===== config.mk =====
export PLATFORM = sky130hd
export DESIGN_NAME = muldiv_unit
export DESIGN_NICKNAME = d
export VERILOG_FILES = /design/src/rtl/muldiv_unit.sv
export SDC_FILE = /design/constraint.sdc
export NUM_CORES = 1
export LEC_CHECK = 0
export BUFFER_PORTS_ARGS = -buffer_cell sky130_fd_sc_hd__buf_2
export CAP_MARGIN = 20
export CELL_PAD_IN_SITES_DETAIL_PLACEMENT = 1
export CELL_PAD_IN_SITES_GLOBAL_PLACEMENT = 1
export CORE_MARGIN = 1
export CORE_UTILIZATION = 40
export CTS_CLUSTER_SIZE = 10
export DETAILED_ROUTE_END_ITERATION = 7
export PLACE_DENSITY_LB_ADDON = 0.08
export SLEW_MARGIN = 15
export SYNTH_ARGS = -nofsm -noshare
export SYNTH_HDL_FRONTEND = slang
export SYNTH_SLANG_ARGS = --single-unit

===== constraint.sdc =====
create_clock -name clk -period 12.7 [get_ports clk]
set_clock_uncertainty 0.15 [all_clocks]
set_input_delay 3.175 -clock clk [delete_from_list [all_inputs] [get_ports clk]]
set_output_delay 3.175 -clock clk [all_outputs]
set_load 0.05 [all_outputs]

===== src/rtl/muldiv_unit.sv =====
// Iterative RV32M/RV64M multiply/divide unit: radix-2 shift-add multiply, restoring divide.
// Optional MULDIV_FAST_MUL_EN replaces the iterative multiply with a single-cycle multiplier.
module muldiv_unit #(
  parameter int XLEN = 32
) (
  input  logic            clk,
  input  logic            reset_n,
  input  logic            start,
  input  logic [2:0]      funct3,
  input  logic [XLEN-1:0] op_a,
  input  logic [XLEN-1:0] op_b,
  input  logic            flush,
  output logic            ready,
  output logic            busy,
  output logic            done,
  output logic [XLEN-1:0] result
);

  localparam int CW = $clog2(XLEN);

  localparam logic [2:0] F_MUL    = 3'b000;
  localparam logic [2:0] F_MULH   = 3'b001;
  localparam logic [2:0] F_MULHSU = 3'b010;
  localparam logic [2:0] F_DIV    = 3'b100;
  localparam logic [2:0] F_REM    = 3'b110;

  typedef enum logic [1:0] {
    S_IDLE = 2'd0,
    S_CALC = 2'd1,
    S_DONE = 2'd2
  } state_t;

  state_t          state_q, state_d;
  logic [CW-1:0]   count_q, count_d;
  logic [2:0]      op_q, op_d;
  logic            sa_q, sa_d, sb_q, sb_d;
  logic [XLEN-1:0] hi_q, hi_d, lo_q, lo_d, b_q, b_d;
  logic [XLEN-1:0] result_q, result_d;

  // Product sign applied to the full 2*XLEN product before picking the half.
  function automatic logic [XLEN-1:0] mul_sel(input logic [2*XLEN-1:0] p,
                                              input logic neg, input logic [2:0] f);
    logic [2*XLEN-1:0] s;
    s = neg ? -p : p;
    return (f == F_MUL) ? s[XLEN-1:0] : s[2*XLEN-1:XLEN];
  endfunction

  // Decode of the operands presented with start.
  logic            in_div, in_sa, in_sb, in_ovf, in_special;
  logic [XLEN-1:0] mag_a, mag_b, special_res;

  assign in_div     = funct3[2];
  assign in_sa      = op_a[XLEN-1] & ((funct3 == F_MULH) | (funct3 == F_MULHSU) |
                                      (funct3 == F_DIV)  | (funct3 == F_REM));
  assign in_sb      = op_b[XLEN-1] & ((funct3 == F_MULH) | (funct3 == F_DIV) | (funct3 == F_REM));
  assign mag_a      = in_sa ? -op_a : op_a;
  assign mag_b      = in_sb ? -op_b : op_b;
  assign in_ovf     = ((funct3 == F_DIV) | (funct3 == F_REM)) &
                      (op_a == {1'b1, {(XLEN-1){1'b0}}}) & (op_b == '1);
  assign in_special = in_div & ((op_b == '0) | in_ovf);
  // funct3[1] separates REM/REMU from DIV/DIVU.
  assign special_res = (op_b == '0) ? (funct3[1] ? op_a : '1)
                                    : (funct3[1] ? '0 : op_a);

`ifdef MULDIV_FAST_MUL_EN
  logic [2*XLEN-1:0] fast_prod;
  assign fast_prod = {{XLEN{1'b0}}, mag_a} * {{XLEN{1'b0}}, mag_b};
`endif

  // One iteration of the shared datapath: hi/lo hold product halves or remainder/quotient.
  logic [XLEN:0]     mul_add, rem_sh, div_diff;
  logic              div_ok;
  logic [XLEN-1:0]   hi_step, lo_step, quo_s, rem_s, final_res;

  assign mul_add  = {1'b0, hi_q} + (lo_q[0] ? {1'b0, b_q} : '0);
  assign rem_sh   = {hi_q, lo_q[XLEN-1]};
  assign div_diff = {1'b0, rem_sh[XLEN-1:0]} - {1'b0, b_q};
  // A set top bit in the shifted remainder means it already exceeds any divisor.
  assign div_ok   = rem_sh[XLEN] | ~div_diff[XLEN];

  assign hi_step  = op_q[2] ? (div_ok ? div_diff[XLEN-1:0] : rem_sh[XLEN-1:0])
                            : mul_add[XLEN:1];
  assign lo_step  = op_q[2] ? {lo_q[XLEN-2:0], div_ok}
                            : {mul_add[0], lo_q[XLEN-1:1]};

  assign quo_s     = (sa_q ^ sb_q) ? -lo_step : lo_step;
  assign rem_s     = sa_q ? -hi_step : hi_step;
  assign final_res = op_q[2] ? (op_q[1] ? rem_s : quo_s)
                             : mul_sel({hi_step, lo_step}, sa_q ^ sb_q, op_q);

  // NOTE: every variable gets its hold value first so no path leaves it unassigned (no latches).
  always_comb begin
    state_d  = state_q;
    count_d  = count_q;
    op_d     = op_q;
    sa_d     = sa_q;
    sb_d     = sb_q;
    hi_d     = hi_q;
    lo_d     = lo_q;
    b_d      = b_q;
    result_d = result_q;
    unique case (state_q)
      S_IDLE: begin
        if (start && !flush) begin
          op_d    = funct3;
          sa_d    = in_sa;
          sb_d    = in_sb;
          hi_d    = '0;
          lo_d    = in_div ? mag_a : mag_b;
          b_d     = in_div ? mag_b : mag_a;
          count_d = CW'(XLEN - 1);
          state_d = S_CALC;
          if (in_special) begin
            result_d = special_res;
            state_d  = S_DONE;
          end
`ifdef MULDIV_FAST_MUL_EN
          else if (!in_div) begin
            result_d = mul_sel(fast_prod, in_sa ^ in_sb, funct3);
            state_d  = S_DONE;
          end
`endif
        end
      end
      S_CALC: begin
        if (flush) begin
          state_d = S_IDLE;
        end else begin
          hi_d    = hi_step;
          lo_d    = lo_step;
          count_d = count_q - CW'(1);
          if (count_q == '0) begin
            result_d = final_res;
            state_d  = S_DONE;
          end
        end
      end
      S_DONE:  state_d = S_IDLE;
      default: state_d = S_IDLE;
    endcase
  end

  // NOTE: state registers use non-blocking assignments so all flops update together at the edge.
  always_ff @(posedge clk or negedge reset_n) begin
    if (!reset_n) begin
      state_q  <= S_IDLE;
      count_q  <= '0;
      op_q     <= '0;
      sa_q     <= 1'b0;
      sb_q     <= 1'b0;
      hi_q     <= '0;
      lo_q     <= '0;
      b_q      <= '0;
      result_q <= '0;
    end else begin
      state_q  <= state_d;
      count_q  <= count_d;
      op_q     <= op_d;
      sa_q     <= sa_d;
      sb_q     <= sb_d;
      hi_q     <= hi_d;
      lo_q     <= lo_d;
      b_q      <= b_d;
      result_q <= result_d;
    end
  end

  assign ready  = (state_q == S_IDLE);
  assign busy   = (state_q != S_IDLE);
  assign done   = (state_q == S_DONE) && !flush;
  assign result = result_q;

endmodule

Yosys cells after proc, flatten, opt, wreduce, memory -nomap -nowiden --
Cells that the tools add are included.
Word-level totals: word-level logic and storage cells 94, flip-flop bits (word level) 140, bits of input ports 71
Operators by class: add/sub/neg operators 8, bitwise operators 15, reduce and logical (&&, ||, !) cells 13, muxes and demuxes 36, equal/unequal tests 13
Operator list (number):
- $mux 32 | 24
- $pmux 32 s2 | 3
- $neg 32->32 | 4
- $eq 32x32->1 const B | 2
- $mux 64 | 1
- $neg 64->64 | 1
- $add 32x32->33 | 1
- $sub 32x32->33 | 1
- $logic_not 32->1 | 1
- $mux 5 | 2
- $pmux 5 s2 | 1
- $mux 2 | 4
- $or 1x1->1 | 8
- $eq 3x3->1 const B | 2
- $and 1x1->1 | 5
- $logic_not 5->1 | 1
- $reduce_and 5->1 | 1
- $sub 5x1->5 const B | 1
- $ne 2x1->1 const B | 2
- $ne 2x2->1 const B | 2
- $pmux 2 s2 | 1
- $reduce_and 2->1 | 2
- $reduce_bool 2->1 | 2
- $eq 3x1->1 const B | 1
- 11 further kinds | 12

Logic depth before layout (Yosys ltp) --
Gate-level depths: netlist (run 1).
depth after elaboration 12, mapped depth 21, mapped depth without buffers 20

Worst setup path after synthesis (run 1) --
No wires, ideal clock.
kind input to output, start input flush, end output done, stages on the path 1, data arrival time 4.319 ns, setup slack 5.056 ns, data required time 9.375 ns, cells stage by stage nor3b_1
On the way: longest elaborated chain between the ends 2
Ends and longest elaborated chain:
- start, declared | line 12 | input logic flush,
- $logic_not 1->1 | line 170 | assign done = (state_q == S_DONE) && !flush;
- $logic_and 1x1->1 | line 170
- end, declared | line 15 | output logic done,
Every way passes these cells.

Worst setup path after layout (run 1) --
Ends and elaborated chain as after synthesis.

==> flow_summary.yaml, run 1 <==
run_status:
  status: "completed"
grt:
  use_met2_pct: 62.28
  grt_usage_pct: 37.45
  grt.busiest_layer: "met2"
  grt_max_degree: 93
  grt_pass1_wl_mm: 121.5
  grt_pass1_vias: 18850
  grtUsageMet3_pct: 4.115
  overflow: 0
  grtUsageMet1_pct: 47.76
  antenna_found_initial: 5
floorplanning:
  fp.dieArea_sq_mm: 0.04300
  dieWidth_um: 207.4
  fp-row-count: 74
  coreArea_sq_mm: 0.04120
  io_pins: 106
  initial_core_util_pct: 40.94
  fp.dieH_um: 207.4
setup_path:
  r2r_slack_ps: 5880
  crit_path_end_kind: "output pin"
  worstPathArrival_ps: 3810
  r2r_start: "lo_q[31]"
  crit_fanout: 5
  r2r-end: "result[11]"
  r2r_cells: 16
  crit_path_start_kind: "primary input"
  required_ps: 9380
  crit_type: "primary input to output pin"
place:
  io_buffers: 105
  post_dp_cell_area_sq_mm: 0.01777
  place_congestion: 0.9782
  pre_cts_slack_ps: 5269
  hpwl_mm: 64.55
  dp.cells: 2859
detailed_routing:
  routed_via_density: 6.546
  route.detailed.drc: 0
  num_vias: 18932
  drt-initial-drc-count: 1478
  wire_per_inst_um: 28.11
  wl_mm: 81.31
  dr.pass1.iters: 5
  drt.antenna.violating_nets: 0
synth:
  postSynthAreaPerCell_sq_um: 7.222
  synthArstFlopShare_pct: 100.0
  synth.largest_area_cell: "dfrtp_1"
  netlist_area_sq_mm: 0.01687
  synth_most_common_cell: "a21oi_1"
  netlist_instances: 2336
  synth_top_area_share_pct: 20.77
  ys_warn_count: 0
  synth-edff-count: 0
  syn_nets: 2480
  ys_types: 92
  ys_seq_area_share_pct: 20.77
  synthFlopType: "dfrtp_1"
  synthTopCellsByCount: "262 x a21oi_1, 249 x nand2_1, 246 x nor2_1, 157 x o21ai_0, 140 x dfrtp_1"
  synth-seq-cells: 140
  ys_top_cells_by_area: "dfrtp_1 21%, a21oi_1 7.8%, nand2_1 5.5%, nor2_1 5.5%, ha_1 5.3%"
clocking:
  cts_max_path_buffers: 2
  cts-buffers-inserted: 17
  path_clk_slew_ps: 60
  clkLatencyLatePin_ps: 470
  root_buffer: "clkbuf_16"
  holdBufCountCts: 0
  clock_sinks: 140
  postCtsSetupRepairBufs: 0
  post_cts_resize_count: 0
  cts_max_level: 4
  cts_tree: "yes"
power:
  switching_share_pct: 56.21
  combPwrFrac_pct: 70.0
  irDropWorstVdd_uv: 113.7
  p_clk_share_pct: 13.3
  internal_power_mw: 1.767
  p_leak_nw: 7.728
  powerDensity_mw_per_mm2: 219.7
  netSwitchingPower_mw: 2.268
  seqPwrFrac_pct: 16.7
worst_hold_path:
  hp-class: "flip-flop to flip-flop"
  min_to: "result[31]"
  holdCritStartpoint: "result[31]"
  hold_depth: 2
timing:
  rsz0062_at_grt: "false"
  period_share_pct: 56.21
  maxSlewViolCount: 0
  hold_violations: 0
  max_freq_mhz: 140.1
  tightest_slew_ps: 1285
  layout_min_cycle_time_ps: 7138
  setup_ws_ps: 5562
  finalSetupTns_ps: 0
  setup_violations: 0
  maxSlewHeadroom_pct: 13.23
layout:
  nets: 2490
  final_cells: 2892
  syn_to_final_growth_pct: 8.878
  design_area_sq_mm: 0.01837
  nFillCells: 5392
  drive_above_1_share_pct: 10.17
flow_run:
  cap_violations: 0
==> flip-flops by register name, summed over array words and instances (netlist names) <==
| register | cells |
|---|---|
| hi_q | 32 |
| op_q | 3 |
| state_q | 2 |
| sb_q | 1 |
| lo_q | 32 |
| b_q | 32 |
| result | 32 |
| sa_q | 1 |
| count_q | 5 |
==> stage by stage <==
stage          hold slack (ps)  power [mW]  util (%)
2_1_floorplan            312.0       2.471         -
3_3_place_gp             309.4       3.366     43.12
3_5_place_dp             320.5       3.409     43.12
4_1_cts                  334.0       3.970     44.57
5_1_grt                  363.0       4.252     44.57
6_report                 331.0       4.035     44.58
==> layer usage <==
metal | vias up | wire length, um
met2 | 674 | 38180
met4 | 2 | 4237
met3 | 152 | 4738
met1 | 9474 | 34140
li1 | 8630 | -
met5 | - | 10
==> final cells by class <==
type                    count  area [sq um]  area share [%]
diodes                      1         2.502         0.01362
repair buffers            141         804.5           4.380
clock buffers              25         485.5           2.643
multi-input cells        1974         12520           68.16
clock inverters             7         112.6          0.6131
well taps                 532         665.6           3.624
flip-flops and latches    140          3507           19.09
inverters                  72         270.3           1.471
==> how the worst max path moves through the flow <==
stage                     startpoint         end  slack, ps  depth (start not counted)
final                          flush        done       5560                          3
after floorplan                flush        done       5060                          1
after global placement       op_b[8]  result[18]       5460                         16
after detailed placement     op_b[8]   result[8]       5270                         16
after global routing         op_b[8]   result[8]       5340                         16
after CTS                      flush        done       5560                          3
==> logic make-up after synthesis <==
| logic type | share of synthesized area [%] |
|---|---|
| adder cells (fa/ha/maj) | 5.503 |
| XOR/XNOR | 8.566 |
| buffers and inverters | 5.288 |
| AND/OR/NAND/NOR | 24.25 |
| multiplexers | 4.302 |
| AO/OA/AOI/OAI | 31.33 |
| flip-flops | 20.77 |
==> power groups by stage <==
stage	Clock [mW]	Combinational [mW]	Sequential (mW)
6_report	0.538	2.82	0.673
5_1_grt	0.556	3.01	0.684
4_1_cts	0.544	2.76	0.667
3_5_place_dp	0	2.73	0.675
3_3_place_gp	0	2.70	0.671
2_1_floorplan	0	1.85	0.620
==> critical path: stages <==
cell     delay [ps]
buf_2           140
nor3b_1         200
buf_2           300
==> placed cells by master, fill, tap and decap left out, types with 47 or more instances in the layout <==
master   instances
ha_1            71
mux2i_1         50
xnor2_1         90
xor2_1          73
nor2_1         246
nor3_1          77
buf_2          103
a21oi_1        261
nand2_1        247
and2_1          47
o21ai_0        157
inv_1           70
dfrtp_1        139
No activity file was read; power rests on OpenSTA's default activity.
==> run 2: changes to the inputs <==
Settings changed: ABC_AREA from default to 1.
Clock period 12.7 ns to 6.9 ns, I/O delays scaled along.
==> flow_summary.yaml, run 2 <==
synth:
  synth.largest_area_cell: "nand2_1"
  ys_types: 57
  ys_warn_count: 0
  ys_seq_area_share_pct: 18.57
  postSynthAreaPerCell_sq_um: 5.618
  syn_nets: 3503
  netlist_instances: 3359
  synthTopCellsByCount: "1,083 x nand2_1, 497 x inv_1, 323 x nand3_1, 303 x nor2_1, 210 x o21ai_0"
  synth-edff-count: 0
  synthFlopType: "dfrtp_1"
  netlist_area_sq_mm: 0.01887
  synth_top_area_share_pct: 21.54
  synth_most_common_cell: "nand2_1"
  synth-seq-cells: 140
  synthArstFlopShare_pct: 100.0
  ys_top_cells_by_area: "nand2_1 22%, dfrtp_1 19%, inv_1 9.9%, nand3_1 8.6%, nor2_1 6.0%"
setup_path:
  crit_path_end_kind: "flip-flop"
  crit_start: "lo_q[31]"
  worstPathArrival_ps: 5330
  r2r_start: "lo_q[31]"
  critPathMaxStageDelay_ps: 380
  crit_path_start_kind: "flip-flop"
  crit_fanout: 15
  crit_type: "flip-flop to flip-flop"
  required_ps: 7110
  cpMostUsedCell: "nand2_1"
  slowest_stage: "dfrtp_1"
timing:
  layout_min_cycle_time_ps: 5125
  maxSlewHeadroom_pct: 29.62
  period_share_pct: 74.28
  setup_ws_ps: 1775
  rsz0062_at_grt: "false"
  holdWs_ps: 338.9
  hold_violations: 0
  max_freq_mhz: 195.1
  tightest_slew_ps: 1056
  maxSlewViolCount: 0
  finalSetupTns_ps: 0
  setup_violations: 0
layout:
  antenna_cells: 0
  nets: 3538
  drive_above_1_share_pct: 8.664
  nFillCells: 6651
  syn_to_final_growth_pct: 8.169
  post-route-util_pct: 43.84
  final_cell_mix: "1,082 x nand2_1, 496 x inv_1, 323 x nand3_1"
  layout_commonest_cell: "nand2_1"
clocking:
  root_buffer: "clkbuf_16"
  cts_tree: "yes"
  cts_max_path_buffers: 2
  cts_max_level: 4
  post_cts_resize_count: 0
  cts-buffers-inserted: 17
  clock_sinks: 140
  postCtsSetupRepairBufs: 0
  path_clk_slew_ps: 60
  clkLatencyLatePin_ps: 480
  holdBufCountCts: 0
detailed_routing:
  num_vias: 23285
  wl_mm: 96.34
  route.detailed.drc: 0
  wire_per_inst_um: 24.01
  drt.antenna.violating_nets: 0
  routed_via_density: 5.804
  dr.pass1.iters: 5
  drt-initial-drc-count: 1817
floorplanning:
  dieWidth_um: 219.2
  fp.dieH_um: 219.2
  fp-row-count: 79
  initial_core_util_pct: 40.53
  coreArea_sq_mm: 0.04656
  fp.dieArea_sq_mm: 0.04805
  io_pins: 106
grt:
  antenna_found_initial: 1
  grt_pass1_wl_mm: 143.7
  overflow: 0
  grt_usage_pct: 40.42
  grt_max_degree: 97
  grt_pass1_vias: 23486
place:
  io_buffers: 105
  place_congestion: 1.039
  pre_cts_slack_ps: 1355
  hpwl_mm: 78.70
run_status:
  status: "completed"
worst_hold_path:
  holdCritStartpoint: "result[19]"
  hp-class: "flip-flop to flip-flop"
flow_run:
  cap_violations: 0
==> run 2: cell types whose count changed after synthesis, moves of 53 or more <==
cell | before | now
nand3_1 | 39 | 323
nor2_1 | 246 | 303
nand2_1 | 249 | 1083
o21ai_0 | 157 | 210
xnor2_1 | 91 | 17
inv_1 | 70 | 497
a21oi_1 | 262 | 150
==> run 2: cell type report <==
type                       count  area (sq um)  area share, %
inverter                     514          1934          9.477
tap                          607         759.5          3.721
clock inverter                10         117.6         0.5762
multi-input combinational   2585         12870          63.04
timing repair buffer         136         768.2          3.764
sequential                   140          3507          17.18
clock buffer                  20         456.7          2.237
==> run 2: cell families after synthesis <==
family          share of synthesized area [%]
buf+inv                                 13.30
xor+xnor                                4.363
fa+ha+maj                               4.920
compound gates                          15.62
flops                                   18.57
simple gates                            43.23
==> run 2: per-layer routing <==
metal / vias up / track usage, % / share of wire, % / wire [um]
met2: 867 / 67.23 / 46 / 44540
met4: 2 / 28.08 / 7.8 / 7510
met5: - / 0 / 0.0093 / 9
met1: 11368 / 47.96 / 40 / 38540
li1: 10808 / - / - / -
met3: 240 / 5.780 / 6.0 / 5749
==> run 2: per-stage QoR <==
stage	instances	instance area [sq um]
global placement	3981	19830
finish	4012	20410
detailed placement	3981	19830
CTS	4011	20400
global route	4012	20410
floorplan	3359	18870
==> run 2: worst paths after layout <==
path                         endpoint  slack (ps)  cells past startpoint
min in group asynchronous  result[21]        1210                      1
setup / recovery           result[22]        1780                     34
hold / removal             result[19]         340                      2
hold reg to reg            result[19]         340                      2
max in group asynchronous     op_q[2]        3960                      2
setup reg to reg           result[22]        1780                     34
==> run 2: critical path, delay by kind of cell, from the launching register on <==
family                   cells  cell delay (ps)
AND/OR/NAND/NOR             27             3190
buffers and inverters        4              610
flip-flops                   1              380
adder cells (fa/ha/maj)      3              640
Power of run 2 is left out: the tool's default activity adds up to more than one toggle a clock period on the data nets, which glitch-free logic cannot reach.
==> run 3: changes to the inputs <==
Clock period 6.9 ns to 4.95 ns, I/O delays scaled along.
==> flow_summary.yaml, run 3 (same netlist as run 2, synthesis figures left out) <==
run_status:
  status: "completed"
grt:
  use_met2_pct: 68.02
  grt_pass1_vias: 23733
  grt_max_degree: 84
  grtUsageMet3_pct: 6.916
  antenna_found_initial: 3
  grtUsageMet1_pct: 49.87
  grt.busiest_layer: "met2"
  grt_pass1_wl_mm: 147.6
  grt_usage_pct: 41.70
  overflow: 0
detailed_routing:
  route.detailed.drc: 0
  wl_mm: 99.61
  dr.pass1.iters: 5
  num_vias: 23656
  drt-initial-drc-count: 1915
  routed_via_density: 5.831
  drt.antenna.violating_nets: 0
  wire_per_inst_um: 24.55
clocking:
  clock_sinks: 140
  holdBufCountCts: 0
  clkLatencyLatePin_ps: 480
  cts_max_path_buffers: 2
  root_buffer: "clkbuf_16"
  cts-buffers-inserted: 17
  cts_tree: "yes"
  path_clk_slew_ps: 70
  cts_max_level: 4
layout:
  final_cell_mix: "1,078 x nand2_1, 494 x inv_1, 323 x nand3_1"
  post-route-util_pct: 44.82
  nets: 3581
  syn_to_final_growth_pct: 10.58
  layout_commonest_cell: "nand2_1"
  drive_above_1_share_pct: 10.61
  antenna_cells: 0
floorplanning:
  io_pins: 106
  fp-row-count: 79
  dieWidth_um: 219.2
  coreArea_sq_mm: 0.04656
  fp.dieH_um: 219.2
  initial_core_util_pct: 40.53
  fp.dieArea_sq_mm: 0.04805
setup_path:
  required_ps: 5150
  crit_path_start_kind: "flip-flop"
  slowest_stage: "dfrtp_2"
  crit_fanout: 5
  crit_type: "flip-flop to flip-flop"
  crit_path_end_kind: "flip-flop"
  cp_top_family: "simple AND/OR/NAND/NOR gates"
  cpMostUsedCell: "nand2_2"
  path_buf_inv: 4
  critPathMaxStageDelay_ps: 470
  worstPathArrival_ps: 4910
place:
  hpwl_mm: 81.35
  io_buffers: 105
  place_congestion: 1.061
timing:
  maxSlewHeadroom_pct: 34.09
  period_share_pct: 95.18
  maxSlewViolCount: 0
  setup_violations: 0
  tightest_slew_ps: 978.3
  max_freq_mhz: 212.2
  hold_violations: 0
  layout_min_cycle_time_ps: 4712
worst_hold_path:
  hp-class: "flip-flop to flip-flop"
flow_run:
  cap_violations: 0
## run 3: cell count changes in the layout (fill, tap and decap cells not counted), sizes merged
cell,before,now
buf,136,179
inv,510,511
clkbuf,20,19
clkinv,8,10
## run 3: worst reg2reg max path: cells and delay by family (launching register included)
kind | cells | cell delay [ps]
DFF | 1 | 470
xor gates and xnor gates | 1 | 150
buffers and inverters | 4 | 370
and+or+nand+nor | 18 | 2360
AOI/OAI and AO/OA | 3 | 580
adders and majority gates | 2 | 510
## run 3: final timing paths
path / slack [ps] / startpoint / depth (start not counted) / to
setup / recovery: 240 / b_q[14] / 28 / result[0]
hold / removal: 320 / result[27] / 2 / result[27]
setup reg to reg: 240 / b_q[14] / 28 / result[0]
hold reg to reg: 320 / result[27] / 2 / result[27]
max in group asynchronous: 2990 / reset_n / 2 / hi_q[4]
min in group asynchronous: 660 / reset_n / 1 / result[7]
## run 3: stage by stage
stage               hold WS [ps]  TNS (ps)  setup WS, ps  instances  area, sq um
floorplan                  308.2         0          1192       3359        18870
CTS                        327.4         0         163.6       4050        20740
finish                     323.0         0         238.4       4057        20870
global route               357.2    -45.28        -32.03       4057        20870
detailed placement         310.3         0         192.5       4018        20150
global placement           310.1         0         355.9       4017        20120
## run 3: metal layers
| layer | routed length, um | vias to the layer above | share of wire [%] |
|---|---|---|---|
| met5 | 26 | - | 0.026 |
| met4 | 7737 | 4 | 7.8 |
| met3 | 7265 | 295 | 7.3 |
| met2 | 45350 | 1005 | 46 |
| met1 | 39230 | 11453 | 39 |
| li1 | - | 10899 | - |
## run 3: repair_timing
action                     in CTS  in global routing
buffers inserted                0                  7
resized for setup               0                 26
hold endpoints to repair        0                  0
setup endpoints to repair       0                 15
## run 3: cell type report
class                      instances  area (sq um)
clock buffer                      19         452.9
clock inverter                    13         140.1
fill                            6656         25690
inverter                         514          1934
multi-input combinational       2585         12930
sequential                       140          3517
tap                              607         759.5
timing repair buffer             179          1132
Power of run 3 is left out for the same reason.
